**src/rtl/pdm_pwm_dac5.sv**
```systemverilog
// 5-bit DAC modulator for the 8-in/8-out user tile.
// It turns a stored level into a first-order PDM stream, a 32-clock PWM wave and a period strobe.
module pdm_pwm_dac5 (
    input  logic [7:0] io_in,
    output logic [7:0] io_out
);

    localparam int unsigned LEVEL_W = 5;
    localparam int unsigned CNT_W   = 5;

    logic               clk;
    logic               rst_n;
    logic               write_en;
    logic [LEVEL_W-1:0] pdm_input;

    assign rst_n     = io_in[0];
    assign clk       = io_in[1];
    assign write_en  = io_in[2];
    assign pdm_input = io_in[7:3];

    logic [LEVEL_W-1:0] level;
    logic [LEVEL_W-1:0] acc;
    logic [CNT_W-1:0]   cnt;
    logic               pdm;
    logic               pwm;
    logic               strobe;
    logic [LEVEL_W:0]   sum;

    // The carry out of the accumulator is the PDM bit; acc wraps modulo 32.
    assign sum = {1'b0, acc} + {1'b0, level};

    // Every state update reads the level from before this edge, so a write lands one clock later.
    always_ff @(posedge clk or negedge rst_n) begin
        if (!rst_n) begin
            level  <= '0;
            acc    <= '0;
            cnt    <= '0;
            pdm    <= 1'b0;
            pwm    <= 1'b0;
            strobe <= 1'b0;
        end else begin
            if (write_en) begin
                level <= pdm_input;
            end
            acc    <= sum[LEVEL_W-1:0];
            pdm    <= sum[LEVEL_W];
            cnt    <= cnt + CNT_W'(1);
            pwm    <= (cnt < level);
            strobe <= (cnt == CNT_W'(31));
        end
    end

    assign io_out = {level, strobe, pwm, pdm};

endmodule

```
**config.mk**
```make
export PLATFORM = sky130hd
export DESIGN_NAME = pdm_pwm_dac5
export DESIGN_NICKNAME = d
export VERILOG_FILES = /design/src/rtl/pdm_pwm_dac5.sv
export SDC_FILE = /design/constraint.sdc
export NUM_CORES = 1
export LEC_CHECK = 0
export ABC_AREA = 0
export CAP_MARGIN = 20
export CORE_MARGIN = 2
export CORE_UTILIZATION = 49
export CTS_CLUSTER_SIZE = 30
export DETAILED_ROUTE_END_ITERATION = 10
export GPL_TIMING_DRIVEN = 0
export PLACE_DENSITY = 0.81
export SYNTH_ARGS = -nofsm -noshare
export SYNTH_HDL_FRONTEND = slang
export SYNTH_SLANG_ARGS = --single-unit
```
**constraint.sdc**
```tcl
create_clock -name io_in -period 1.9 [get_ports io_in]
set_clock_uncertainty 0.2 [all_clocks]
set_input_delay 0.38 -clock io_in [delete_from_list [all_inputs] [get_ports io_in]]
set_output_delay 0.38 -clock io_in [all_outputs]
set_load 0.02 [all_outputs]
```
==> flow_summary.yaml <==
status:
  outcome: "finished with violations"
  violations: "negative hold slack"
critical_path:
  cp_data_required_time_ns: 1.93
  crit_end: "acc[4]"
  cp_cell_sequence: "ha_1 > fa_1 > a21o_1 > a21oi_2 > xnor2_1"
  critPathKind: "flop to flop"
  slowest_stage: "dfrtp_1"
  r2r_start: "level[0]"
  critPathArrivalTime_ns: 1.83
  r2r_setup_slack_ns: 0.10
  reg2reg_depth: 5
  cp_max_fo: 4
  start_kind: "flop"
  end_kind: "flop"
  crit_start: "level[0]"
  cpPeakStageDelay_ns: 0.43
  r2r_end: "acc[4]"
synth:
  synth_top_cell_by_area: "dfrtp_1"
  synth_seq_cells: 18
  synth_warnings: 0
  synth_nets: 89
  avgSynthCellArea_um2: 12.2
  ys_types: 22
  synth_top_area_share_pct: 53.4
  netlist_instances: 69
  syn-cell-area_um2: 843
  synth-seq-area-share_pct: 53.4
  synth_area_leaders: "dfrtp_1, ha_1, xnor2_1"
floorplanning:
  dieArea_mm2: 0.00207
  initial_core_util_pct: 54.1
  die_x_um: 45.5
  row_count: 14
  die_h_um: 45.5
  ioPinCount: 16
  core-area_mm2: 0.00156
timing:
  fin_crit_ns: 1.80
  tightest_slew_ns: 0.213
  tns_ns: 0
  setup_viol: 0
  fmax_mhz: 556
  fin_crit_sh_pct: 94.7
  fin_ws_ns: 0.101
  maxSlewViolCount: 0
  rsz0062_at_grt: "false"
  hold_slack_ns: -0.546
  slew_headroom_pct: 85.6
  hold_viol: 23
job:
  maxCapViolCount: 0
route:
  ant_nets: 0
  routed_via_density: 5.69
  vias: 586
  firstDrtPassIters: 4
  avgRoutedWirePerCell_um: 14.3
  drt_iter0_drc: 7
  wl_mm: 1.47
  drc_errors: 0
grt:
  overflow: 0
  grt_pass1_wl_mm: 2.58
  antenna_found_initial: 0
  first_global_vias: 735
  grt_util_all_layers_pct: 22.1
  grt_max_degree: 10
finish:
  syn2layout_area_growth_pct: 21.4
  layout_common_cells: "dfrtp_1, ha_1, clkbuf_4"
  diodes: 0
  final_nets: 108
  final_util_pct: 65.7
  drive_gt1_share_pct: 18.4
  mostFrequentLayoutCell: "dfrtp_1"
clocking:
  post_cts_buffers: 0
  ctsResizeCount: 3
  clkTransAtPathRegs_ns: 0.10
  cts_tree: "yes"
  worstSkewPairLatency_ns: 0.30
  hold_buffers: 0
placement:
  pre_cts_ws_ns: 0.125
  dp_hpwl_um: 915
  io_buffers: 8
  gp_congestion: 0.693
min_path:
  holdCritPathClass: "clock port to asynchronous set/reset pin"
pwr:
  p_leak_nw: 0.676
  powerDensity_mw_per_mm2: 1060
  vdd_drop_max_mv: 0.761
metal layers:
metal | vias up | share of wire, % | GRT usage [%]
met4 | 0 | 7.2 | 38.8
li1 | 268 | - | -
met3 | 15 | 11 | 21.4
met1 | 276 | 38 | 15.7
met5 | - | 0 | 0
met2 | 27 | 43 | 23.7
cell usage after synthesis:
library cell / number
a211o_1: 1
a21o_1: 2
a21oi_1: 2
a21oi_2: 1
a31oi_1: 1
and3_1: 1
buf_2: 1
buf_4: 3
dfrtp_1: 18
fa_1: 1
ha_1: 11
inv_1: 5
mux2_2: 1
nand2_1: 5
nand3_1: 1
nor2_1: 2
nor2b_1: 1
o211ai_1: 1
o21ai_0: 5
o21ai_2: 1
xnor2_1: 3
xor2_1: 2
how the worst min path moves through the flow:
stage,from,to,slack [ns]
floorplan,io_in[0],acc[0],-0.50
global placement,io_in[0],acc[0],-0.50
detailed placement,io_in[0],acc[0],-0.50
CTS,io_in[0],level[0],-0.54
global route,io_in[0],acc[3],-0.53
finish,io_in[0],cnt[2],-0.55
through the flow:
step | hold slack (ns) | instances | total power [mW] | cell area, um2
2_1_floorplan | -0.496 | 69 | 0.538 | 843
4_1_cts | -0.537 | 103 | 1.13 | 1010
6_report | -0.546 | 103 | 1.08 | 1020
3_3_place_gp | -0.496 | 93 | 0.538 | 943
5_1_grt | -0.533 | 103 | 1.17 | 1020
3_5_place_dp | -0.496 | 93 | 0.538 | 943
cells by family (layout without fill, tap and decap cells):
family / Yosys count / after routing / share of synthesized area [%]
AOI/OAI and AO/OA: 14 / 14 / 10.7
xor gates and xnor gates: 5 / 5 / 5.19
adders and majority gates: 12 / 12 / 18.7
buffers and inverters: 9 / 27 / 5.49
DFF: 18 / 18 / 53.4
muxes: 1 / 1 / 1.34
and+or+nand+nor: 10 / 10 / 5.19
flip-flops by register name (all words and copies together), names as in the netlist:
| signal | count |
|---|---|
| level | 5 |
| pdm | 1 |
| acc | 5 |
| cnt | 5 |
| strobe | 1 |
| pwm | 1 |
layout make-up:
cell class / count / area [um2]
plain buffers: 4 / 27.5
clock buffers: 9 / 67.6
clock inverters: 1 / 3.75
fillers: 124 / 536
inverters: 5 / 18.8
multi-input cells: 42 / 347
flip-flops and latches: 18 / 450
well taps: 16 / 20.0
repair buffers: 8 / 88.8
critical path: cells and delay by family, from the launching register on:
| kind | cells | cell delay, ns |
|---|---|---|
| AOI/OAI and AO/OA | 2 | 0.33 |
| xor gates and xnor gates | 1 | 0.12 |
| adders and majority gates | 2 | 0.65 |
| DFF | 1 | 0.43 |
report_power, final:
group          internal [mW]  switching (mW)
Sequential             0.388               0
Clock                  0.297           0.396
Combinational              0               0
Total                  0.685           0.396
(Power assumes the default switching activity.)
